==> src/rtl/cla_pkg.sv <==
// Shared constants and the flat second-level lookahead carry equations for the 16-bit CLA.
package cla_pkg;
    localparam int CLA_WIDTH   = 16;
    localparam int CLA_GROUP   = 4;
    localparam int CLA_NGROUPS = 4;

    // Returns {c4, c3, c2, c1}. Each carry is a flat sum-of-products of (p, g, cin).
    function automatic logic [3:0] cla_carries(input logic [3:0] p, input logic [3:0] g,
                                               input logic cin);
        logic [3:0] c;
        c[0] = g[0] | (p[0] & cin);
        c[1] = g[1] | (p[1] & g[0]) | (p[1] & p[0] & cin);
        c[2] = g[2] | (p[2] & g[1]) | (p[2] & p[1] & g[0]) | (p[2] & p[1] & p[0] & cin);
        c[3] = g[3] | (p[3] & g[2]) | (p[3] & p[2] & g[1]) | (p[3] & p[2] & p[1] & g[0])
             | (p[3] & p[2] & p[1] & p[0] & cin);
        return c;
    endfunction
endpackage

==> src/rtl/cla_16bit_lookahead_unit_if.sv <==
// Operand/result bundle for the 16-bit CLA; master drives operands, slave returns results.
interface cla_16bit_lookahead_unit_if;
    import cla_pkg::*;
    logic [CLA_WIDTH-1:0] a;
    logic [CLA_WIDTH-1:0] b;
    logic                 c_in;
    logic [CLA_WIDTH-1:0] sum;
    logic                 carry;
    logic                 p_out;
    logic                 g_out;

    modport master (output a, b, c_in, input sum, carry, p_out, g_out);
    modport slave  (input a, b, c_in, output sum, carry, p_out, g_out);
endinterface

==> src/rtl/cla_4bit_group.sv <==
// Combinational 4-bit lookahead group: sum bits plus group propagate/generate.
module cla_4bit_group (
    input  logic [3:0] a,
    input  logic [3:0] b,
    input  logic       cin,
    output logic [3:0] s,
    output logic       pg,
    output logic       gg
);
    logic [3:0] p, g;
    logic       c1, c2, c3;

    assign p  = a ^ b;
    assign g  = a & b;
    assign c1 = g[0] | (p[0] & cin);
    assign c2 = g[1] | (p[1] & g[0]) | (p[1] & p[0] & cin);
    assign c3 = g[2] | (p[2] & g[1]) | (p[2] & p[1] & g[0]) | (p[2] & p[1] & p[0] & cin);
    assign s  = p ^ {c3, c2, c1, cin};
    assign pg = &p;
    assign gg = g[3] | (p[3] & g[2]) | (p[3] & p[2] & g[1]) | (p[3] & p[2] & p[1] & g[0]);
endmodule

==> src/rtl/cla_16bit_lookahead_unit.sv <==
// 16-bit two-level carry-lookahead adder with a single output register stage.
module cla_16bit_lookahead_unit
    import cla_pkg::*;
(
    input  logic                          clk,
    input  logic                          rst,
    cla_16bit_lookahead_unit_if.slave     bus
);
    logic [CLA_NGROUPS-1:0][CLA_GROUP-1:0] a_g, b_g, s_g;
    logic [CLA_NGROUPS-1:0]                gp, gg;
    logic [CLA_NGROUPS:0]                  gc;

    logic [CLA_WIDTH-1:0] sum_d, sum_q;
    logic                 carry_d, carry_q, p_d, p_q, g_d, g_q;

    assign a_g = bus.a;
    assign b_g = bus.b;

    genvar j;
    generate
        for (j = 0; j < CLA_NGROUPS; j++) begin : g_grp
            cla_4bit_group u_grp (
                .a   (a_g[j]),
                .b   (b_g[j]),
                .cin (gc[j]),
                .s   (s_g[j]),
                .pg  (gp[j]),
                .gg  (gg[j])
            );
        end
    endgenerate

    // Group carries all come straight from c_in and the group P/G, never from each other.
    assign gc[0]             = bus.c_in;
    assign gc[CLA_NGROUPS:1] = cla_carries(gp, gg, bus.c_in);

    always_comb begin
        sum_d   = s_g;
        carry_d = gc[CLA_NGROUPS];
        p_d     = &gp;
        g_d     = gg[3] | (gp[3] & gg[2]) | (gp[3] & gp[2] & gg[1])
                | (gp[3] & gp[2] & gp[1] & gg[0]);
    end

    always_ff @(posedge clk or posedge rst) begin
        if (rst) begin
            sum_q   <= '0;
            carry_q <= 1'b0;
            p_q     <= 1'b0;
            g_q     <= 1'b0;
        end else begin
            sum_q   <= sum_d;
            carry_q <= carry_d;
            p_q     <= p_d;
            g_q     <= g_d;
        end
    end

    assign bus.sum   = sum_q;
    assign bus.carry = carry_q;
    assign bus.p_out = p_q;
    assign bus.g_out = g_q;
endmodule

==> src/flat_wrapper.sv <==
// flat-port wrapper written by rule: the top's interface ports become plain ports
module cla_16bit_lookahead_unit_flat import cla_pkg::*;
  (clk, rst, bus_a, bus_b, bus_c_in, bus_sum, bus_carry, bus_p_out, bus_g_out);
  cla_16bit_lookahead_unit_if bus_i ();
  input  logic clk;
  input  logic rst;
  input wire logic [$bits(bus_i.a)-1:0] bus_a;
  input wire logic [$bits(bus_i.b)-1:0] bus_b;
  input wire logic [$bits(bus_i.c_in)-1:0] bus_c_in;
  output wire logic [$bits(bus_i.sum)-1:0] bus_sum;
  output wire logic [$bits(bus_i.carry)-1:0] bus_carry;
  output wire logic [$bits(bus_i.p_out)-1:0] bus_p_out;
  output wire logic [$bits(bus_i.g_out)-1:0] bus_g_out;
  assign bus_i.a = bus_a;
  assign bus_i.b = bus_b;
  assign bus_i.c_in = bus_c_in;
  assign bus_sum = bus_i.sum;
  assign bus_carry = bus_i.carry;
  assign bus_p_out = bus_i.p_out;
  assign bus_g_out = bus_i.g_out;
  cla_16bit_lookahead_unit u_core (.clk(clk), .rst(rst), .bus(bus_i));
endmodule
==> config.mk <==
export PLATFORM = sky130hd
export DESIGN_NAME = cla_16bit_lookahead_unit_flat
export DESIGN_NICKNAME = d
export VERILOG_FILES = /design/src/rtl/cla_pkg.sv /design/src/rtl/cla_16bit_lookahead_unit_if.sv /design/src/rtl/cla_4bit_group.sv /design/src/rtl/cla_16bit_lookahead_unit.sv /design/src/flat_wrapper.sv
export SDC_FILE = /design/constraint.sdc
export NUM_CORES = 1
export LEC_CHECK = 0
export BUFFER_PORTS_ARGS = -buffer_cell sky130_fd_sc_hd__clkbuf_2
export CAP_MARGIN = 20
export CORE_MARGIN = 2
export CORE_UTILIZATION = 40
export CTS_BUF_LIST = sky130_fd_sc_hd__clkbuf_8
export CTS_CLUSTER_SIZE = 30
export DETAILED_ROUTE_END_ITERATION = 12
export GPL_TIMING_DRIVEN = 0
export PLACE_DENSITY = 0.78
export SLEW_MARGIN = 20
export SYNTH_ARGS = -nofsm -noshare
export SYNTH_HDL_FRONTEND = slang
export SYNTH_SLANG_ARGS = --single-unit
==> constraint.sdc <==
create_clock -name clk -period 0.8 [get_ports clk]
set_clock_uncertainty 0.05 [all_clocks]
set_input_delay 0.16 -clock clk [delete_from_list [all_inputs] [get_ports clk]]
set_output_delay 0.16 -clock clk [all_outputs]
set_load 0.05 [all_outputs]
==> Word-level counts from Yosys, hierarchy flattened <==
Index checks and enable logic that the tools add are counted.
{ "totals": {"n_memories": 0, "latch_bits": 0, "mem_bits_ro": 0, "mem_bits_rw": 0, "wordCells": 139, "ff_bits": 19} }
{ "classes": {"shift": 0, "n_addsub": 0, "bitwise_logic": 130, "mux": 0, "reduce_logical": 5, "magnitude_cmp": 0, "eq_ne": 0, "div_mod_pow": 0, "n_mul": 0} }
{ "ops": {"columns": ["operator", "count"], "rows": [
  ["1-bit bitwise AND", 72],
  ["1-bit OR", 46],
  ["4-bit bitwise XOR", 8],
  ["4-bit bitwise AND", 4],
  ["16-bit AND reduction", 1],
  ["4-bit AND reduction", 4]
]} }

==> Depth between registers and ports, before layout <==
{ "logic_depth": {"word_depth": 12, "depth_mapped": 9} }

==> Cells and area by module <==
From an unflattened synthesis, not the netlist that was laid out.
{ "unflattened": {"hier_cells": 118, "area_unflattened_um2": 1270.0} }
{ "modules_own_cells": {"columns": ["mod", "area_each_um2", "instances", "cells_per_inst", "seq_area_each_um2"], "rows": [
  ["cla_4bit_group", 182.7, 4, 22, 0.0],
  ["cla_16bit_lookahead_unit", 539.3, 1, 30, 475.5]
]} }

==> Worst setup path before layout <==
No wires, ideal clock.
{ "synth_path": {"path_kind": "in2reg", "startpoint": "input bus_b[5]", "endpoint": "register u_core.sum_q[13] (netlist: u_core.bus.sum[13])", "t_required_ns": 0.621, "path_slack_ns": -1.275, "cell_stages": 8, "arrival_time_ns": 1.896, "path_cell_list": "ha_1 > a21oi_2 > o21ai_2 > a311oi_4 > o21a_1 > inv_1 > fa_1 > xor2_1"} }
{ "synth_between": {"elab_chain_len": 11} }
{ "synth_rtl": {"columns": ["item", "line", "text"], "rows": [
  ["start, declared", "flat_wrapper.sv:8", "input wire logic [$bits(bus_i.b)-1:0] bus_b;"],
  ["4-bit bitwise AND / 4-bit bitwise XOR (equally long branches)", "cla_4bit_group.sv:14, cla_4bit_group.sv:13", null],
  ["1-bit bitwise AND", "cla_4bit_group.sv:20", "assign gg = g[3] | (p[3] & g[2]) | (p[3] & p[2] & g[1]) | (p[3] & p[2] & p[1] & g[0]);"],
  ["1-bit OR / 1-bit bitwise AND (equally long branches)", "cla_4bit_group.sv:20", null],
  ["1-bit OR", "cla_4bit_group.sv:20", null],
  ["1-bit bitwise AND", "cla_pkg.sv:13", "c[2] = g[2] | (p[2] & g[1]) | (p[2] & p[1] & g[0]) | (p[2] & p[1] & p[0] & cin);"],
  ["1-bit OR (2 in a row)", "cla_pkg.sv:13", null],
  ["1-bit OR *", "cla_pkg.sv:13", null],
  ["1-bit bitwise AND *", "cla_4bit_group.sv:15", "assign c1 = g[0] | (p[0] & cin);"],
  ["1-bit OR *", "cla_4bit_group.sv:15", null],
  ["4-bit bitwise XOR *", "cla_4bit_group.sv:18", "assign s = p ^ {c3, c2, c1, cin};"],
  ["named net u_core.g_grp[3].u_grp.s[1]", "cla_4bit_group.sv:6", "output logic [3:0] s,"],
  ["end signal, assigned", "cla_16bit_lookahead_unit.sv:52", "sum_q <= sum_d;"],
  ["end, declared", "cla_16bit_lookahead_unit.sv:13", "logic [CLA_WIDTH-1:0] sum_d, sum_q;"]
]} }
The timed path passes the listed nets; every way through them passes the cells marked *.

==> Worst setup path after layout <==
{ "layout_path": {"startpoint": "input bus_a[5]", "endpoint": "register u_core.sum_q[13] (netlist: u_core.bus.sum[13])"} }
{ "layout_between": {"elab_chain_len": 11} }
{ "layout_rtl": {"columns": ["item", "line", "text"], "rows": [
  ["start, declared", "flat_wrapper.sv:7", "input wire logic [$bits(bus_i.a)-1:0] bus_a;"],
  ["4-bit bitwise AND / 4-bit bitwise XOR (equally long branches)", "cla_4bit_group.sv:14, cla_4bit_group.sv:13", null],
  ["1-bit bitwise AND", "cla_4bit_group.sv:20", null],
  ["1-bit OR / 1-bit bitwise AND (equally long branches)", "cla_4bit_group.sv:20", null],
  ["1-bit OR", "cla_4bit_group.sv:20", null],
  ["1-bit bitwise AND", "cla_pkg.sv:13", null],
  ["1-bit OR (2 in a row)", "cla_pkg.sv:13", null],
  ["1-bit OR *", "cla_pkg.sv:13", null],
  ["1-bit bitwise AND *", "cla_4bit_group.sv:15", null],
  ["1-bit OR *", "cla_4bit_group.sv:15", null],
  ["4-bit bitwise XOR *", "cla_4bit_group.sv:18", null],
  ["named net u_core.g_grp[3].u_grp.s[1]", "cla_4bit_group.sv:6", null]
]} }
Marked as above.

==> results_dict.tcl <==
set metrics [dict create \
    leakage_nw 1.04 \
    asyncSetResetFlopFracSynth_pct 100 \
    grt_pass1_vias 1245 \
    synth_fa_ha_area_share_pct 21.5 \
    worstPathArrival_ps 1770 \
    wl_per_cell_um 15.2 \
    yosysWarningCount 0 \
    synth_area_um2 1300 \
    layout_setup_ws_ps -868 \
    clkSinkCount 19 \
    synth_edf_count 0 \
    routed_wl_mm 3.67 \
    grt.total_usage_pct 19.6 \
    crit_type "primary input to flip-flop" \
    first_pass_iters 4 \
    clk_transition_reported_paths_ps 80 \
    power_density_nw_per_um2 1840 \
    rsz0062_at_grt "true" \
    syn_area_per_cell_um2 10.7 \
    die_area_um2 3730 \
    period_needed_ps 1670 \
    grt_overflow_total 0 \
    final_max_slew_viol_count 0 \
    finalHoldViolations 19 \
    syn_to_final_growth_pct 86.8 \
    stdcell_count 241 \
    worstPathRequired_ps 900 \
    cts_tree "yes" \
    critPathLaunchType "primary input" \
    synth-simple-area-share_pct 13.4 \
    ant_nets 0 \
    die_w_um 61.1 \
    final_layout_size_suffix_gt1_share_pct 65.5 \
    setup_tns_ps -14210 \
    ir_drop_v 0.00105 \
    drv_cap 0 \
    holdWs_ps -49.1 \
    route.vias.total 1235 \
    cts-root-buf "clkbuf_8" \
    io_buffers 53 \
    gp_congestion 0.827 \
    nFillCells 171 \
    seq_area_frac_synth_pct 36.5 \
    antenna_cells 0 \
    grt_max_degree 20 \
    drc 0 \
    cts-buffers-inserted 3 \
    htreeDepth 1 \
    ioPinCount 54 \
    setup_viol 37 \
    crit_fanout 4 \
    place_inst 219 \
    synth_cell_types 37 \
    tightest_slew_ps 736 \
    hold_class "primary input to async pin" \
    num_rows 20 \
    finalCritPeriodShare_pct 208 \
    violations "hold timing, setup timing" \
    p_total_mw 4.48 \
    placed_area_um2 1830 \
    vias_per_cell 5.12 \
    status "finished, violations left" \
    synth_ff_type "dfrtp_1" \
    slew_headroom_pct 50.9 \
    final_cell_mix "26 x clkbuf_2, 22 x buf_8, 19 x dfrtp_1" \
    multi_input_area_um2 1110 \
    synth_xor_area_share_pct 6.05 \
    place_ws_ps -1360 \
    grt_pass1_wl_mm 5.40 \
    drt_iter0_drc 23 \
    antenna_found_initial 0 \
    synth_compound_area_share_pct 19.1 \
    fmax_mhz 600 \
    initial_core_util_pct 42.3 \
    seqCellArea_um2 475 \
    hpwl_mm 2.39 \
    final_common_cell "clkbuf_2" \
    final_util_pct 79.1 \
    netlist_instances 122 \
    core_um2 3080 \
    layout.nets 253 \
    synth.area.mux_share_pct 0 \
    clock_path_buffers 2 \
    synth_nets 177 \
    end_kind "flip-flop" \
    synth_top_family_by_area "adder cells" \
    final_area_um2 2430 \
    die_h_um 61.1 \
    synth_seq_cells 19 \
]
Yosys cell counts, drive strengths merged, types with 2 or more instances:
library cell / instances / area share [%]
xnor2: 4 / 2.7
nor4: 2 / 1.4
a21o: 2 / 1.2
fa: 4 / 6.1
a21oi: 11 / 5.4
and3: 3 / 1.8
nand3: 7 / 2.7
xor2: 5 / 3.4
nand2: 4 / 1.2
o21ai: 4 / 1.8
dfrtp: 19 / 37
nor3: 3 / 1.2
nor2: 8 / 2.7
o21a: 4 / 2.9
inv: 12 / 3.5
ha: 16 / 15
nand4: 2 / 0.96
kinds of logic (layout without fill, tap and decap cells):
group                      after synthesis  count (layout)
DFF                                     19              19
xor gates and xnor gates                 9               9
and+or+nand+nor                         31              31
AOI/OAI and AO/OA                       31              31
adders and majority gates               20              20
buffers and inverters                   12              87
where the power goes:
group          total (mW)  internal [mW]  switching (mW)
Combinational        2.54           1.18            1.36
Sequential           1.27           1.15           0.121
Clock               0.675          0.346           0.329
per-layer routing:
metal / vias to the layer above / wire length (um) / global-route usage (%)
met5: - / 0 / 0
met4: 0 / 41 / 5.59
met3: 6 / 197 / 2.94
met2: 44 / 2060 / 36.8
met1: 595 / 1370 / 23.0
li1: 590 / - / -
path summary, 6_finish.rpt:
path / cells past startpoint / end / slack (ps) / startpoint
setup / recovery: 9 / u_core.bus.sum[13] / -870 / bus_a[5]
hold / removal: 2 / u_core.bus.p_out / -50 / rst
max in group asynchronous: 2 / u_core.bus.sum[11] / 290 / rst
min in group clk: 2 / u_core.bus.sum[12] / 170 / bus_a[12]
what timing repair did:
action / in CTS / in global routing
setup buffers: 11 / 9
hold endpoints to repair: 19 / 0
resized for setup: 65 / 42
setup endpoints to repair: 37 / 37
pin swaps: 18 / 24
state kept, by name (all words and copies together), names as in the netlist:
name,count
u_core.bus.carry,1
u_core.bus.g_out,1
u_core.bus.p_out,1
u_core.bus.sum,16
final cells by class:
type | count | share of cell area, %
Clock buffer | 3 | 1.70
Clock inverter | 1 | 0.206
Inverter | 12 | 2.26
Multi-Input combinational cell | 91 | 45.5
Sequential cell | 19 | 19.5
Tap cell | 44 | 2.26
Timing Repair Buffer | 71 | 28.5
critical path, cell delays in order:
cell      delay, ps
buf_6           100
ha_4            260
a21oi_4         200
o21ai_4          80
a311oi_4        240
o21a_1          200
inv_2            50
fa_2            340
xor2_1          140
Note: power is estimated with default switching activity, not from simulation.
